### config.mk
export PLATFORM = sky130hd
export DESIGN_NAME = imem_boot_loader_flat
export DESIGN_NICKNAME = d
export VERILOG_FILES = /design/src/rtl/imem_boot_loader_if.sv /design/src/rtl/imem_boot_loader.sv /design/src/flat_wrapper.sv
export SDC_FILE = /design/constraint.sdc
export NUM_CORES = 1
export LEC_CHECK = 0
export CAP_MARGIN = 20
export CORE_MARGIN = 1.5
export CORE_UTILIZATION = 30
export DETAILED_ROUTE_END_ITERATION = 12
export DONT_BUFFER_PORTS = 1
export MAX_ROUTING_LAYER = met4
export SKIP_CTS_REPAIR_TIMING = 1
export SYNTH_ARGS = -nofsm -noshare
export SYNTH_HDL_FRONTEND = slang
export SYNTH_SLANG_ARGS = --single-unit
### constraint.sdc
create_clock -name clk -period 3 [get_ports clk]
set_input_delay 0.3 -clock clk [delete_from_list [all_inputs] [get_ports clk]]
set_output_delay 0.3 -clock clk [all_outputs]
set_load 0.02 [all_outputs]
### src/rtl/imem_boot_loader_if.sv
// Loader handshake bundle: byte stream in, instruction-memory write port and CPU control out.
// master = stream source / observer, slave = the loader itself.
interface imem_boot_loader_if #(
  parameter int ADDR_W = 8
);
  logic              start;
  logic [7:0]        rx_data;
  logic              rx_valid;
  logic              rx_ready;
  logic              imem_we;
  logic [ADDR_W-1:0] imem_addr;
  logic [31:0]       imem_wdata;
  logic              cpu_reset;
  logic              busy;
  logic              done;
  logic              error;
  logic [15:0]       words_loaded;

  modport master (
    output start, rx_data, rx_valid,
    input  rx_ready, imem_we, imem_addr, imem_wdata,
    input  cpu_reset, busy, done, error, words_loaded
  );

  modport slave (
    input  start, rx_data, rx_valid,
    output rx_ready, imem_we, imem_addr, imem_wdata,
    output cpu_reset, busy, done, error, words_loaded
  );
endinterface

### src/rtl/imem_boot_loader.sv
// Packs a length-prefixed big-endian byte stream into imem words (strobe 1 cycle after 4th byte), holding the CPU in reset until loaded.
// rx_ready is registered per state; optional trailing XOR checksum byte under LOADER_CHECKSUM_EN.
module imem_boot_loader #(
  parameter int ADDR_W = 8
) (
  input  logic              clk,
  input  logic              reset,
  imem_boot_loader_if.slave bus
);
  localparam logic [16:0] DEPTH = 17'(1) << ADDR_W;

  typedef enum logic [2:0] {
    S_IDLE,
    S_LEN_HI,
    S_LEN_LO,
    S_DATA,
`ifdef LOADER_CHECKSUM_EN
    S_CHK,
`endif
    S_RUN,
    S_ERR
  } state_t;

  state_t            r_state;
  logic              r_rx_ready;
  logic              r_we;
  logic [ADDR_W-1:0] r_addr;
  logic [31:0]       r_wdata;
  logic              r_cpu_reset;
  logic              r_busy;
  logic              r_done;
  logic              r_error;
  logic [15:0]       r_words;
  logic [15:0]       r_len;
  logic [1:0]        r_byte_cnt;
  logic [23:0]       r_asm;
`ifdef LOADER_CHECKSUM_EN
  logic [7:0]        r_xor;
`else
  logic              r_fin;
`endif

  logic        w_acc;
  logic [16:0] w_len;
  logic        w_last_word;

  assign w_acc       = bus.rx_valid && r_rx_ready;
  assign w_len       = {1'b0, r_len[15:8], bus.rx_data};
  assign w_last_word = (r_words + 16'd1) == r_len;

  always_ff @(posedge clk or posedge reset) begin
    if (reset) begin
      r_state     <= S_IDLE;
      r_rx_ready  <= 1'b0;
      r_we        <= 1'b0;
      r_addr      <= '0;
      r_wdata     <= '0;
      r_cpu_reset <= 1'b1;
      r_busy      <= 1'b0;
      r_done      <= 1'b0;
      r_error     <= 1'b0;
      r_words     <= '0;
      r_len       <= '0;
      r_byte_cnt  <= '0;
      r_asm       <= '0;
`ifdef LOADER_CHECKSUM_EN
      r_xor       <= '0;
`else
      r_fin       <= 1'b0;
`endif
    end else begin
      r_we <= 1'b0;
      // The word index advances at the edge that ends each strobe.
      if (r_we) r_addr <= r_addr + ADDR_W'(1);

      case (r_state)
        S_IDLE, S_RUN, S_ERR: begin
          if (bus.start) begin
            r_state     <= S_LEN_HI;
            r_rx_ready  <= 1'b1;
            r_cpu_reset <= 1'b1;
            r_busy      <= 1'b1;
            r_done      <= 1'b0;
            r_error     <= 1'b0;
            r_words     <= '0;
            r_addr      <= '0;
            r_len       <= '0;
            r_byte_cnt  <= '0;
`ifdef LOADER_CHECKSUM_EN
            r_xor       <= '0;
`else
            r_fin       <= 1'b0;
`endif
          end
        end

        S_LEN_HI: begin
          if (w_acc) begin
            r_len[15:8] <= bus.rx_data;
            r_state     <= S_LEN_LO;
          end
        end

        S_LEN_LO: begin
          if (w_acc) begin
            r_len[7:0] <= bus.rx_data;
            if (w_len > DEPTH) begin
              r_state    <= S_ERR;
              r_rx_ready <= 1'b0;
              r_busy     <= 1'b0;
              r_error    <= 1'b1;
            end else if (w_len == '0) begin
`ifdef LOADER_CHECKSUM_EN
              r_state     <= S_CHK;
`else
              r_state     <= S_RUN;
              r_rx_ready  <= 1'b0;
              r_busy      <= 1'b0;
              r_done      <= 1'b1;
              r_cpu_reset <= 1'b0;
`endif
            end else begin
              r_state <= S_DATA;
            end
          end
        end

        S_DATA: begin
`ifndef LOADER_CHECKSUM_EN
          // Release the CPU one edge after the final strobe so the write lands before the first fetch.
          if (r_fin) begin
            r_fin       <= 1'b0;
            r_state     <= S_RUN;
            r_busy      <= 1'b0;
            r_done      <= 1'b1;
            r_cpu_reset <= 1'b0;
          end else
`endif
          if (w_acc) begin
`ifdef LOADER_CHECKSUM_EN
            r_xor <= r_xor ^ bus.rx_data;
`endif
            r_byte_cnt <= r_byte_cnt + 2'd1;
            if (r_byte_cnt == 2'd3) begin
              r_we    <= 1'b1;
              r_wdata <= {r_asm, bus.rx_data};
              r_words <= r_words + 16'd1;
              if (w_last_word) begin
`ifdef LOADER_CHECKSUM_EN
                r_state    <= S_CHK;
`else
                r_rx_ready <= 1'b0;
                r_fin      <= 1'b1;
`endif
              end
            end else begin
              r_asm <= {r_asm[15:0], bus.rx_data};
            end
          end
        end

`ifdef LOADER_CHECKSUM_EN
        S_CHK: begin
          if (w_acc) begin
            r_rx_ready <= 1'b0;
            r_busy     <= 1'b0;
            if (bus.rx_data == r_xor) begin
              r_state     <= S_RUN;
              r_done      <= 1'b1;
              r_cpu_reset <= 1'b0;
            end else begin
              r_state <= S_ERR;
              r_error <= 1'b1;
            end
          end
        end
`endif

        default: r_state <= S_IDLE;
      endcase
    end
  end

  assign bus.rx_ready     = r_rx_ready;
  assign bus.imem_we      = r_we;
  assign bus.imem_addr    = r_addr;
  assign bus.imem_wdata   = r_wdata;
  assign bus.cpu_reset    = r_cpu_reset;
  assign bus.busy         = r_busy;
  assign bus.done         = r_done;
  assign bus.error        = r_error;
  assign bus.words_loaded = r_words;
endmodule
### src/flat_wrapper.sv
// flat-port wrapper written by rule: the top's interface ports become plain ports
module imem_boot_loader_flat 
#(
  parameter int ADDR_W = 8
)
  (clk, reset, bus_start, bus_rx_data, bus_rx_valid, bus_rx_ready, bus_imem_we, bus_imem_addr, bus_imem_wdata, bus_cpu_reset, bus_busy, bus_done, bus_error, bus_words_loaded);
  imem_boot_loader_if #(.ADDR_W(ADDR_W)) bus_i ();
  input  logic clk;
  input  logic reset;
  input wire logic [$bits(bus_i.start)-1:0] bus_start;
  input wire logic [$bits(bus_i.rx_data)-1:0] bus_rx_data;
  input wire logic [$bits(bus_i.rx_valid)-1:0] bus_rx_valid;
  output wire logic [$bits(bus_i.rx_ready)-1:0] bus_rx_ready;
  output wire logic [$bits(bus_i.imem_we)-1:0] bus_imem_we;
  output wire logic [$bits(bus_i.imem_addr)-1:0] bus_imem_addr;
  output wire logic [$bits(bus_i.imem_wdata)-1:0] bus_imem_wdata;
  output wire logic [$bits(bus_i.cpu_reset)-1:0] bus_cpu_reset;
  output wire logic [$bits(bus_i.busy)-1:0] bus_busy;
  output wire logic [$bits(bus_i.done)-1:0] bus_done;
  output wire logic [$bits(bus_i.error)-1:0] bus_error;
  output wire logic [$bits(bus_i.words_loaded)-1:0] bus_words_loaded;
  assign bus_i.start = bus_start;
  assign bus_i.rx_data = bus_rx_data;
  assign bus_i.rx_valid = bus_rx_valid;
  assign bus_rx_ready = bus_i.rx_ready;
  assign bus_imem_we = bus_i.imem_we;
  assign bus_imem_addr = bus_i.imem_addr;
  assign bus_imem_wdata = bus_i.imem_wdata;
  assign bus_cpu_reset = bus_i.cpu_reset;
  assign bus_busy = bus_i.busy;
  assign bus_done = bus_i.done;
  assign bus_error = bus_i.error;
  assign bus_words_loaded = bus_i.words_loaded;
  imem_boot_loader #(.ADDR_W(ADDR_W)) u_core (.clk(clk), .reset(reset), .bus(bus_i));
endmodule
==> flow_summary.yaml, run 1 <==
pwr:
  power_per_cell_area_nw_per_um2: 764.5
  ir_worst_vdd_uv: 323.6
  p_total_uw: 4374
  p_leak_uw: 0.002583
die:
  core_area_um2: 16640
  fp-row-count: 47
  die-area_um2: 17910
  die_y_um: 133.8
  ios: 74
  start_util_pct: 30.85
  die_x_um: 133.8
timing:
  final_max_slew_viol_count: 0
  rsz0062_at_grt: "false"
  fin_crit_ns: 2.610
  setup-violations-final: 0
  timing.slew.headroom_pct: 38.24
  setup_tns_ns: 0
  finalCritPeriodShare_pct: 86.99
  skew_ns: 0.009712
  hold_viol: 0
  max_freq_mhz: 383.2
  worst-slew-pin-transition_ns: 0.9230
logic_synthesis:
  synth.yosys.warnings: 0
  avgSynthCellArea_um2: 9.968
  syn_nets: 530
  yosysSeqAreaShare_pct: 52.67
  synth-edff-count: 0
  synth_cell_type_count: 61
  async_reset_ff_share_pct: 100.0
  ys_seq_elements: 108
  synth_ff_type: "dfrtp_1"
  syn_area_um2: 5134
  syn-instance-count: 515
min_path:
  min_path_cells: 2
  hp-start: "bus_rx_data[0]"
  worstHoldPathType: "in2reg"
  worstHoldEndpoint: "u_core.r_len[0]"
worst_setup_path:
  reg2reg_from: "u_core.bus.words_loaded[3]"
  cp_max_fo: 10
  criticalPathCategory: "reg2reg"
  r2r_slack_ns: 0.39
  arrival_ns: 2.90
  required_ns: 3.29
  crit_path_end_kind: "register"
  cp-start-kind: "register"
  worst_r2r_path_depth: 6
  r2r-end: "u_core.r_fin"
  startpoint: "u_core.bus.words_loaded[3]"
clock_tree:
  cts.clk_slew.worst_paths_ns: 0.08
  clk_latency_ns: 0.35
  clockBufferDepth: 2
  h-tree-depth: 3
  cts_tree: "built"
  root_buffer: "clkbuf_16"
  cts_buffers: 9
  clock_sinks: 108
job:
  cap_viol_max_count: 0
cells_and_area:
  final_common_cell: "nand2_1"
  drive_gt1_share_pct: 16.03
  fin_nets: 534
  fin_area_um2: 5722
  syn2layout_area_growth_pct: 11.46
  layout_common_cells: "nand2_1 (131), dfrtp_1 (107), o21ai_0 (48)"
  diodes: 0
grt:
  grt_overflow: 0
  grt_pass1_wl_um: 20280
  grt_pass1_vias: 3708
  antenna_found_initial: 0
  grt_max_degree: 45
  grt.total_usage_pct: 15.04
outcome:
  outcome: "completed"
routing:
  vias_per_cell: 5.085
  wl_per_cell_um: 16.63
  num_vias: 3783
  first_iter_violations: 221
  final_antenna_net_count: 0
  drt_first_pass_iters: 4
  drcViolationCount: 0
  wirelength_um: 12370
placed_design:
  io_buffers: 0
  place_area_um2: 5430
  globalplace.congestion: 0.8811
  hpwl_um: 8823
[cell families (layout without fill, tap and decap cells)]
| group | Yosys count | count (layout) | share of synthesized area (%) |
|---|---|---|---|
| adder cells (fa/ha/maj) | 3 | 3 | 0.7313 |
| AO/OA/AOI/OAI | 87 | 87 | 10.38 |
| buffers and inverters | 34 | 43 | 3.022 |
| flip-flops | 108 | 108 | 52.67 |
| multiplexers | 33 | 33 | 7.214 |
| AND/OR/NAND/NOR | 225 | 225 | 21.42 |
| XOR/XNOR | 25 | 25 | 4.558 |
[cell type report]
class	instances	area, um2
Clock buffer	9	225.2
Clock inverter	7	56.30
Fill cell	1706	10920
Inverter	10	41.29
Multi-Input combinational cell	373	2277
Sequential cell	108	2704
Tap cell	220	275.3
Timing Repair Buffer	17	142.6
[routing by layer]
layer | global-route usage [%] | vias up | routed length, um | share of wire [%]
met5 | - | - | 0 | 0
met4 | 4.529 | 0 | 189 | 1.5
met3 | 5.064 | 15 | 992 | 8.0
met2 | 22.31 | 114 | 5678 | 46
met1 | 19.50 | 1864 | 5511 | 45
li1 | - | 1790 | - | -
[how the worst max path moves through the flow]
stage                              end  slack (ns)  cells past startpoint
after floorplan           u_core.r_fin        0.54                      8
after global placement    u_core.r_fin        0.56                      6
after detailed placement  u_core.r_fin        0.40                      6
after CTS                 u_core.r_fin        0.38                      6
after global routing      u_core.r_fin        0.25                      6
final                     u_core.r_fin        0.39                      6
[critical path, cell delays in order (launching register included)]
cell and delay, ns:
dfrtp_1 0.68, nand3_4 0.19, or4_1 0.58, xnor2_1 0.18, a211o_1 0.26, a2111oi_2 0.46
a32o_1 0.20
[synth_stat cells (3+ instances only)]
cell type  instances  area [um2]
nand2_1          131       491.7
dfrtp_1          107        2678
o21ai_0           48       240.2
mux2_2            32       360.4
nor2_1            31       116.4
xnor2_1           15       131.4
nand3_1           11       55.05
buf_2             10       50.05
clkbuf_1          10       37.54
inv_1             10       37.54
o31ai_1           10       75.07
xor2_1             9       78.83
a21oi_1            8       40.04
nand4_1            5       31.28
nor3_1             5       25.02
or4_1              5       37.54
and3_1             4       25.02
or3_1              4       25.02
and2_1             3       18.77
ha_1               3       37.54
nand2b_1           3       18.77
or4_4              3       33.78
[sequential cells by signal, indices dropped and copies added (netlist names)]
signal                   cells
u_core.bus.done              1
u_core.r_asm                24
u_core.bus.error             1
u_core.bus.words_loaded     16
u_core.bus.cpu_reset         1
u_core.bus.imem_addr         8
u_core.bus.rx_ready          1
u_core.bus.imem_wdata       32
u_core.r_len                16
u_core.bus.busy              1
u_core.r_byte_cnt            2
u_core.r_fin                 1
u_core.bus.imem_we           1
u_core.r_state               3
[through the flow]
stage / worst slack [ns] / instances / utilization (%) / hold slack [ns]
after floorplan: 0.5366 / 515 / - / 0.4348
after CTS: 0.3796 / 743 / 34.32 / -0.1127
final: 0.3902 / 744 / 34.38 / 0.07622
after global placement: 0.5551 / 727 / 32.63 / 0.2719
after global routing: 0.2511 / 744 / 34.38 / 0.05328
after detailed placement: 0.3962 / 727 / 32.63 / 0.2817
[where the power goes]
| part | switching (uW) | internal (uW) |
|---|---|---|
| logic | 548 | 482 |
| registers | 407 | 1790 |
| clock network | 568 | 577 |
| total | 1520 | 2850 |
Power figures use the tool's default switching activity.
==> run 2, diff against run 1 <==
Settings changed: GPL_ROUTABILITY_DRIVEN from default to 0.
Clock period 3 ns to 2.8 ns, I/O delays scaled along.
==> run 2 against run 1 <==
Die area unchanged. The run now ends with negative hold slack left. First-iteration DRC count increased by 24%. Critical path type unchanged. Hold slack lost 0.15 ns. Highest routed layer unchanged.
==> flow_summary.yaml, run 2 (synthesis gave the netlist of run 1 again) <==
outcome:
  outcome: "complete, but fails checks"
  violations: "negative hold slack"
worst_setup_path:
  required_ns: 3.09
  worst-path-buf-inv: 0
  cpLargestDelayFamily: "compound AO/OA/AOI/OAI gates"
  crit_path_end_kind: "register"
  criticalPathCategory: "reg2reg"
  slowest_delay_ns: 0.56
  arrival_ns: 2.80
  cp-start-kind: "register"
  cp_max_fo: 9
  cp_cell_sequence: "ha_1 -> nand3_4 -> or4_1 -> xnor2_1 -> a211o_1 -> a2111oi_2 -> a32o_1"
  cp_slowest_cell: "or4_1"
cells_and_area:
  drive_gt1_share_pct: 16.51
  syn2layout_area_growth_pct: 12.36
  diodes: 0
  fin_area_um2: 5768
  seqCellArea_um2: 2704
  fin_nets: 537
  final_common_cell: "nand2_1"
  largest_reg_flops: 32
  multi_input_area_um2: 2277
  fillers: 1671
  layout_common_cells: "nand2_1 (131), dfrtp_1 (107), o21ai_0 (48)"
timing:
  rsz0062_at_grt: "false"
  hold_viol: 54
  fin_crit_ns: 2.512
  setup_tns_ns: 0
  max_freq_mhz: 398.0
  setup-violations-final: 0
  worst-slew-pin-transition_ns: 0.9262
  timing.slew.headroom_pct: 38.03
  finalCritPeriodShare_pct: 89.73
  skew_ns: 0.008490
  final_max_slew_viol_count: 0
  whs_ns: -0.07692
clock_tree:
  cts.clk_slew.worst_paths_ns: 0.08
  clk_latency_ns: 0.35
  clockBufferDepth: 2
  h-tree-depth: 3
  cts_tree: "built"
  root_buffer: "clkbuf_16"
  clock_sinks: 108
  cts_buffers: 9
grt:
  grt_max_degree: 109
  grt.total_usage_pct: 15.19
  grt_pass1_vias: 3769
  grt_overflow: 0
  grt_pass1_wl_um: 20640
  antenna_found_initial: 1
die:
  ios: 74
  fp-row-count: 47
  die_y_um: 133.8
  die_x_um: 133.8
  core_area_um2: 16640
  start_util_pct: 30.85
  die-area_um2: 17910
routing:
  num_vias: 3764
  drt_first_pass_iters: 5
  first_iter_violations: 275
  wl_per_cell_um: 16.66
  wirelength_um: 12440
  final_antenna_net_count: 0
  vias_per_cell: 5.039
  drcViolationCount: 0
pwr:
  ir_worst_vdd_uv: 425.9
  p_leak_uw: 0.002610
  p_total_uw: 4791
  power_per_cell_area_nw_per_um2: 830.6
job:
  cap_viol_max_count: 0
placed_design:
  place_area_um2: 5460
  io_buffers: 0
  hpwl_um: 8698
min_path:
  worstHoldPathType: "in2async"
-- run 2: routing by layer --
metal  global-route usage, %  part of all wire, %  up-vias
met5                       -                    0        -
met4                   3.502                  1.2        0
met3                   5.253                  7.1       16
met2                   22.74                   45      116
met1                   19.84                   46     1846
li1                        -                    -     1786
-- run 2: area by class of cell --
class                      count  area share [%]
clock inverter                 6           1.367
clock buffer                  10           3.970
timing repair buffer          20           2.820
sequential                   108           46.88
multi-input combinational    373           39.48
tap                          220           4.772
inverter                      10          0.7158
-- run 2: power breakdown --
part,internal (uW),switching (uW)
Clock,716,611
Sequential,1920,424
Combinational,519,600
Total,3160,1640
-- run 2: worst paths after layout --
| check | startpoint | end | slack, ns | cells after the start |
|---|---|---|---|---|
| setup / recovery | u_core.bus.words_loaded[0] | u_core.r_fin | 0.29 | 7 |
| hold / removal | reset | u_core.bus.imem_wdata[2] | -0.08 | 2 |
| setup reg to reg | u_core.bus.words_loaded[0] | u_core.r_fin | 0.29 | 7 |
| hold reg to reg | u_core.r_asm[18] | u_core.bus.imem_wdata[26] | 0.47 | 2 |
| max in group asynchronous | reset | u_core.r_len[10] | 2.37 | 2 |
| min in group clk | bus_rx_data[0] | u_core.r_len[8] | 0.06 | 2 |
-- run 2: worst register-to-register path: stages (launching register included) --
cell and delay, ns:
dfrtp_1 0.35, ha_1 0.34, nand3_4 0.16, or4_1 0.56
xnor2_1 0.16, a211o_1 0.24, a2111oi_2 0.45, a32o_1 0.19
-- run 2: stage by stage --
step / util (%) / setup WS, ns / instances
final: 34.66 / 0.2875 / 747
after global routing: 34.66 / 0.1005 / 747
after CTS: 34.66 / 0.3039 / 747
after detailed placement: 32.81 / 0.3215 / 731
after global placement: 32.81 / 0.3765 / 731
after floorplan: - / 0.3366 / 515
